`config.mk`:
```
export PLATFORM = sky130hd
export DESIGN_NAME = pwm_multichannel_ctrl
export DESIGN_NICKNAME = d
export VERILOG_FILES = /design/src/rtl/pwm_multichannel_ctrl.sv
export SDC_FILE = /design/constraint.sdc
export NUM_CORES = 1
export LEC_CHECK = 0
export BUFFER_PORTS_ARGS = -buffer_cell sky130_fd_sc_hd__clkbuf_2
export CORE_MARGIN = 4
export CORE_UTILIZATION = 45
export DETAILED_ROUTE_END_ITERATION = 8
export GPL_TIMING_DRIVEN = 0
export PLACE_DENSITY_LB_ADDON = 0.1
export RECOVER_POWER = 100
export SLEW_MARGIN = 40
export SYNTH_ARGS = -nofsm -noshare
export SYNTH_HDL_FRONTEND = slang
export SYNTH_SLANG_ARGS = --single-unit
```
`constraint.sdc`:
```
create_clock -name clk -period 2.75 [get_ports clk]
set_input_delay 0.1375 -clock clk [delete_from_list [all_inputs] [get_ports clk]]
set_output_delay 0.1375 -clock clk [all_outputs]
set_load 0.005 [all_outputs]
```
`src/rtl/pwm_multichannel_ctrl.sv`:
```
// Multi-channel PWM with per-channel duty, prescaler, edge/center counting and period-boundary shadow loads.
// Outputs lag the counter by one clock; the write port has no backpressure and is accepted every cycle.
module pwm_multichannel_ctrl #(
   parameter int NUM_CH = 16,
   parameter int RES    = 8
) (
   input  logic              clk,
   input  logic              rst_n,
   input  logic              wr_en,
   input  logic [6:0]        wr_addr,
   input  logic [7:0]        wr_data,
   output logic [NUM_CH-1:0] out,
   output logic              period_start
);
   localparam logic [RES-1:0] MAX = {RES{1'b1}};

   logic [NUM_CH-1:0] r_en_out;
   logic [NUM_CH-1:0] r_en_pwm;
   logic [7:0]        r_prescale_sh;
   logic [7:0]        r_prescale_act;
   logic [7:0]        r_pc;
   logic              r_mode_sh;
   logic              r_mode_act;
   logic              r_dir_down;
   logic [RES-1:0]    r_duty_sh  [NUM_CH];
   logic [RES-1:0]    r_duty_act [NUM_CH];
   logic [RES-1:0]    r_cnt;

   logic [RES-1:0]    w_cnt_nxt;
   logic              w_dir_down_nxt;
   logic              w_tick;
   logic              w_boundary;
   logic [NUM_CH-1:0] w_pwm;
   logic [NUM_CH-1:0] w_out_nxt;

   // Register write port; enables land directly, the rest only in shadows.
   always_ff @(posedge clk or negedge rst_n) begin
      if (!rst_n) begin
         r_en_out      <= '0;
         r_en_pwm      <= '0;
         r_prescale_sh <= '0;
         r_mode_sh     <= 1'b0;
         for (int i = 0; i < NUM_CH; i++) r_duty_sh[i] <= '0;
      end else if (wr_en) begin
         for (int i = 0; i < NUM_CH; i++) begin
            if (wr_addr == 7'(i / 8))      r_en_out[i]  <= wr_data[3'(i % 8)];
            if (wr_addr == 7'(2 + i / 8))  r_en_pwm[i]  <= wr_data[3'(i % 8)];
            if (wr_addr == 7'(16 + i))     r_duty_sh[i] <= wr_data[RES-1:0];
         end
         if (wr_addr == 7'h04) r_prescale_sh <= wr_data;
         if (wr_addr == 7'h05) r_mode_sh     <= wr_data[0];
      end
   end

   always_comb begin
      w_cnt_nxt      = r_cnt + RES'(1);
      w_dir_down_nxt = r_dir_down;
      if (r_mode_act) begin
         if (r_dir_down) begin
            w_cnt_nxt = r_cnt - RES'(1);
            if (r_cnt == RES'(1)) w_dir_down_nxt = 1'b0;
         end else if (r_cnt == MAX) begin
            w_cnt_nxt      = r_cnt - RES'(1);
            w_dir_down_nxt = 1'b1;
         end
      end
   end

   assign w_tick     = (r_pc == r_prescale_act);
   assign w_boundary = w_tick && (w_cnt_nxt == '0);

   // A shadow written on the boundary edge itself is not seen here until the next boundary.
   always_ff @(posedge clk or negedge rst_n) begin
      if (!rst_n) begin
         r_cnt          <= '0;
         r_pc           <= '0;
         r_dir_down     <= 1'b0;
         r_prescale_act <= '0;
         r_mode_act     <= 1'b0;
         for (int i = 0; i < NUM_CH; i++) r_duty_act[i] <= '0;
      end else if (w_tick) begin
         r_cnt <= w_cnt_nxt;
         r_pc  <= '0;
         if (w_boundary) begin
            r_dir_down     <= 1'b0;
            r_prescale_act <= r_prescale_sh;
            r_mode_act     <= r_mode_sh;
            for (int i = 0; i < NUM_CH; i++) r_duty_act[i] <= r_duty_sh[i];
         end else begin
            r_dir_down <= w_dir_down_nxt;
         end
      end else begin
         r_pc <= r_pc + 8'd1;
      end
   end

   always_comb begin
      w_pwm = '0;
      for (int i = 0; i < NUM_CH; i++) begin
         if (r_duty_act[i] == '0)       w_pwm[i] = 1'b0;
         else if (r_duty_act[i] == MAX) w_pwm[i] = 1'b1;
         else                           w_pwm[i] = (r_cnt < r_duty_act[i]);
      end
   end

   assign w_out_nxt = r_en_out & (~r_en_pwm | w_pwm);

   always_ff @(posedge clk or negedge rst_n) begin
      if (!rst_n) begin
         out          <= '0;
         period_start <= 1'b0;
      end else begin
         out          <= w_out_nxt;
         period_start <= w_boundary;
      end
   end

endmodule

```
## After elaboration in Yosys (flattened, before gate mapping)

Cells that the tools add are included.

- Flip-flop bits (word level): 324
- Output and inout bits: 17

- Add/sub/neg operators: 3
- Order comparisons: 16
- Eq/ne operators: 40
- Multiplexer cells: 41
- Bitwise operators: 3
- Reductions and logical operators: 44

Operators with widths:

| cell | count |
|---|---|
| equality test 8 bit, second input constant | 17 |
| logical NOT 8 bit | 17 |
| less-than comparator 8 bit | 16 |
| equality test 7 x 5 -> 1 bit, second input constant | 16 |
| AND reduction 2 bit | 24 |
| two-way mux 1 bit | 37 |
| two-way mux 8 bit | 4 |
| adder 8 x 1 -> 8 bit, second input constant | 2 |
| bitwise AND 12 x 16 -> 16 bit | 1 |
| inverter 12 -> 16 bit | 1 |
| bitwise OR 16 bit | 1 |
| equality test 7 x 2 -> 1 bit, second input constant | 2 |
| equality test 7 x 3 -> 1 bit, second input constant | 2 |
| equality test 8 x 1 -> 1 bit, second input constant | 1 |
| equality test 8 bit | 1 |
| subtractor 8 x 1 -> 8 bit, second input constant | 1 |
| equality test 7 x 1 -> 1 bit, second input constant | 1 |
| logical NOT 7 bit | 1 |
| nonzero test 2 bit | 1 |
| logical AND 1 bit | 1 |

## Depth between registers and ports, before layout

- Depth in word-level cells: 8
- Gate-level depth with buffers: 10
- Mapped depth without buffers: 8

## Worst setup path after synthesis

Ideal clock, no wire load.

- Path kind: register to register
- From: reg r_cnt[5]
- To: reg r_duty_act[103] in the netlist's numbering
- Library setup time: 0.128 ns
- Data arrival time: 2.723 ns
- Data required time: 2.622 ns
- Path slack: -0.101 ns
- Stages on the path, launching flop included: 9
- Path buffers: 2
- Clock period less this slack: 2.851 ns
- Path through: dfrtp_1 clkbuf_1 or4_1 or3_1 xnor2_1 o21ai_0 o2111ai_2 buf_2 mux2_1

- Word-level cells in the longest chain between the ends: 7

RTL lines:

| item | RTL line | text |
|---|---|---|
| from (decl) | 27 | `logic [RES-1:0] r_cnt;` |
| from (signal assigned) | 82 | `r_cnt <= w_cnt_nxt;` |
| adder 8 x 1 -> 8 bit, or another cell as far along | 56 | `w_cnt_nxt = r_cnt + RES'(1);` |
| two-way mux 8 bit | 62 | `end else if (r_cnt == MAX) begin` |
| two-way mux 8 bit | 59 | `if (r_dir_down) begin` |
| two-way mux 8 bit * | 58 | `if (r_mode_act) begin` |
| logical NOT 8 bit * | 70 | `assign w_boundary = w_tick && (w_cnt_nxt == '0);` |
| logical AND 1 bit * | 70 |  |
| AND reduction 2 bit (no source line) * | n/a |  |
| to (decl) | 26 | `logic [RES-1:0] r_duty_act [NUM_CH];` |

Mark *: on every way between the ends. The rest lies on a longest branch, timed or not.
A chain may end at the register's enable or synchronous reset.

## Final worst setup path

- From: reg r_cnt[5]
- To: reg r_duty_act[63] in the netlist's numbering

The elaborated chain is that of the path after synthesis.

==> impl_metrics.csv <==
group,metric,value,unit
layout,area_growth_syn_to_layout,16.3,%
layout,fin_util,53.4,%
placed_design,place_area,9970,µm²
outcome,outcome,"finished with violations",
layout,n_antenna_cell,0,
worst_setup_path,cp_data_arrival_time,3.09,ns
placed_design,place.detailed.hpwl,14800,µm
layout,fraction_of_final_layout_cells_with_drive_strength_greater_than_1,30.6,%
global_routing,track_usage,19.4,%
drt,final_antenna_net_count,0,
worst_setup_path,timing.critical_path.cells,"buf_8, or4_4, or3_4, xnor2_2, o21ai_2, o2111ai_4, buf_12, buf_8, mux2_1",
worst_setup_path,critical-path-top-cell-by-count,"sky130_fd_sc_hd__buf_8",
yosys,synth.lib_cells_used.distinct,48,
worst_setup_path,critPathLaunchType,"register",
yosys,ys_ff_latch,188,
drt,detailedRoute.firstIterationViolations,221,
power,p_total,5.57,mW
worst_setup_path,crit_path_max_incr_delay,0.51,ns
clock_tree,clock_sinks,188,
yosys,synth_most_common_cell,"sky130_fd_sc_hd__dfrtp_1",
floorplanning,die_h,152,µm
global_routing,grt_max_degree,70,
worst_setup_path,critical_path.top_delay_family,"simple AND/OR/NAND/NOR gates",
sta,skew,0.0103,ns
clock_tree,cts-buffers-inserted,17,
worst_setup_path,crit_slowest_cell,"sky130_fd_sc_hd__or4_4",
yosys,syn_area_per_cell,12.0,µm²
drt,finalWirelength,21800,µm
global_routing,first_pass_grt_wire_length,35300,µm
clock_tree,tritoncts,"yes",
sta,setup_total_negative_slack,-0.521,ns
power,power_per_cell_area,513,nW/µm²
power,power.ir.vdd_worst,0.407,mV
worst_setup_path,critical_path_peak_fanout,10,
layout,fin_area,10900,µm²
yosys,count_of_flip_flops_with_a_built_in_enable_after_synthesis,0,
global_routing,grt_overflow_total,0,
power,sequentialPowerShare,52.7,%
power,internal_power,4.29,mW
yosys,synth.top_cell.area_share,50.3,%
yosys,post_synth_most_frequent_cells,"sky130_fd_sc_hd__dfrtp_1, sky130_fd_sc_hd__mux2_2, sky130_fd_sc_hd__inv_1, sky130_fd_sc_hd__ha_1, sky130_fd_sc_hd__o21ai_0",
floorplanning,core,20400,µm²
drt,vias_per_cell,5.44,
worst_setup_path,path_class,"reg2reg",
sta,timing_max_transition_violations_final,0,
power,total_leakage_power,5.10,nW
placed_design,routabilityCongestion,0.801,
sta,final.hold.worst_slack,0.0146,ns
floorplanning,num_rows,52,
yosys,synth-async-reset-ratio,100,%
sta,max_slew_margin,7.59,%
floorplanning,die_width,152,µm
clock_tree,cts.clk_slew.worst_paths,0.07,ns
clock_tree,insertion_delay,0.42,ns
sta,max_slew.worst_pin.slew,1.39,ns
sta,setup_viol_count_final,22,
sta,final.min_clock_period,2.79,ns
floorplanning,floorplan.initialDensity,45.9,%
drt,detailroute.via_count,6214,
floorplanning,die_area,23100,µm²
global_routing,antenna_found_initial,0,
layout,nets,938,
sta,min_period_over_period,101,%
clock_tree,cts-root-buf,"sky130_fd_sc_hd__clkbuf_16",
floorplanning,boundaryPins,35,
sta,finalHoldViolations,0,
layout,filler_cell_count,1760,
yosys,synth_area,9350,µm²
worst_setup_path,endpoint_kind,"register",
yosys,synth.yosys.warnings,0,
global_routing,grt_pass1_vias,6393,
yosys,netlist_top_cells_area,"sky130_fd_sc_hd__dfrtp_1, sky130_fd_sc_hd__mux2_2, sky130_fd_sc_hd__ha_1, sky130_fd_sc_hd__inv_1, sky130_fd_sc_hd__mux2_1",
power,power.combinational.fraction,5.0,%
clock_tree,cts-root-to-sink-buffers,2,
sta,grt_setup_unrepaired,"true",
yosys,post_synthesis_instance_total,781,
clock_tree,cts_htree_levels,4,
power,swShare,23.0,%
hold_path,worst_hold_path_type,"in2reg",
drt,first_pass_iters,4,
placed_design,io_buffer_count,26,
outcome,failed_checks,"setup timing",
yosys,synth.largest_area_cell,"sky130_fd_sc_hd__dfrtp_1",
power,switchingPower,1.28,mW
yosys,synth_top_flop_cell,"sky130_fd_sc_hd__dfrtp_1",
power,clkPwrFrac,42.3,%
job,max_cap_viol_count,0,
yosys,yosysSeqAreaShare,50.3,%
worst_setup_path,required_worst_endpoint,3.05,ns
drt,drc,0,
sta,timing.final.ws_setup,-0.0368,ns
drt,post_drt_wl_per_cell,19.1,µm
worst_setup_path,cp_num_buf_inv,3,
sta,achievable-frequency,359,MHz
==> final timing paths <==
check                                              from                            end  slack [ns]  depth (start not counted)
setup / recovery                   r_cnt[5]$_DFFE_PN0N_     r_duty_act[63]$_DFFE_PN0P_       -0.04                          9
hold / removal                               wr_data[3]     r_duty_sh[107]$_DFFE_PN0P_        0.01                          2
setup reg to reg                   r_cnt[5]$_DFFE_PN0N_     r_duty_act[63]$_DFFE_PN0P_       -0.04                          9
hold reg to reg            r_prescale_sh[4]$_DFFE_PN0P_  r_prescale_act[4]$_DFFE_PN0P_        0.47                          1
max in group asynchronous                         rst_n       r_en_out[10]$_DFFE_PN0P_        0.40                          4
min in group asynchronous                         rst_n               out[8]$_DFF_PN0_        0.56                          2
==> registers in the layout, summed over array words and instances (netlist names) <==
name and cells:
r_en_pwm 8, r_duty_act 64, r_en_out 8, r_cnt 8, out 8, r_prescale_act 8
r_prescale_sh 8, period_start 1, r_mode_sh 1, r_duty_sh 64, r_pc 8, r_mode_act 1
r_dir_down 1
==> routing by layer <==
metal / global-route usage, % / routed length [µm] / up-vias
li1: - / - / 2930
met3: 3.58 / 671 / 32
met1: 26.1 / 10100 / 3158
met4: 6.68 / 512 / 0
met2: 31.7 / 10600 / 94
met5: 0 / 0 / -
==> cells in the final DEF (no fill, tap or decap), types with 9 or more instances in the layout <==
cell / count
sky130_fd_sc_hd__a21o_1: 21
sky130_fd_sc_hd__nor2_1: 13
sky130_fd_sc_hd__nand2_1: 20
sky130_fd_sc_hd__nand3_1: 24
sky130_fd_sc_hd__nand4_1: 21
sky130_fd_sc_hd__mux2_1: 16
sky130_fd_sc_hd__mux2_2: 146
sky130_fd_sc_hd__xnor2_1: 17
sky130_fd_sc_hd__buf_4: 31
sky130_fd_sc_hd__ha_1: 58
sky130_fd_sc_hd__nand2b_1: 9
sky130_fd_sc_hd__o21ai_0: 28
sky130_fd_sc_hd__inv_1: 74
sky130_fd_sc_hd__nor3_1: 15
sky130_fd_sc_hd__a21oi_1: 26
sky130_fd_sc_hd__clkbuf_1: 15
sky130_fd_sc_hd__clkbuf_2: 21
sky130_fd_sc_hd__clkbuf_16: 17
sky130_fd_sc_hd__dfrtp_1: 181
==> kinds of logic (layout without fill, tap and decap cells) <==
logic type / Yosys count / after routing / share of synthesized area, %
adder cells (fa/ha/maj): 60 / 60 / 8.03
multiplexers: 165 / 165 / 19.9
buffers and inverters: 104 / 188 / 4.60
AO/OA/AOI/OAI: 102 / 102 / 6.84
other: 1 / 8 / 0.0401
flip-flops: 188 / 188 / 50.3
AND/OR/NAND/NOR: 136 / 136 / 7.96
XOR/XNOR: 25 / 25 / 2.34
==> through the flow <==
| stage | setup slack [ns] | instances |
|---|---|---|
| 5_1_grt | -0.117 | 1142 |
| 3_3_place_gp | -1.95 | 1084 |
| 4_1_cts | -0.0676 | 1140 |
| 3_5_place_dp | -0.986 | 1087 |
| 2_1_floorplan | 0.0110 | 788 |
| 6_report | -0.0368 | 1142 |
==> timing repair <==
action                     CTS  global route
gates resized for setup     46            14
setup endpoints to repair   78            73
hold buffers                 2             0
pin swaps                    3             5
hold endpoints to repair    72             0
setup buffers               22             4
==> cell type report <==
| type | instances | area, µm² | area share (%) |
|---|---|---|---|
| well taps | 270 | 338 | 3.11 |
| clock inverters | 12 | 114 | 1.05 |
| flip-flops and latches | 188 | 4730 | 43.5 |
| repair buffers | 57 | 409 | 3.76 |
| clock buffers | 19 | 443 | 4.07 |
| multi-input cells | 496 | 4340 | 39.9 |
| plain buffers | 26 | 226 | 2.08 |
| inverters | 74 | 278 | 2.55 |
==> power groups by stage <==
| stage | logic (mW) | registers [mW] | clock network, mW |
|---|---|---|---|
| 6_report | 0.280 | 2.94 | 2.36 |
| 5_1_grt | 0.318 | 2.95 | 2.55 |
| 4_1_cts | 0.297 | 2.94 | 2.42 |
| 3_5_place_dp | 0.293 | 2.99 | 0 |
| 3_3_place_gp | 0.268 | 2.98 | 0 |
| 2_1_floorplan | 0.146 | 2.97 | 0 |
Power figures use the tool's default switching activity.
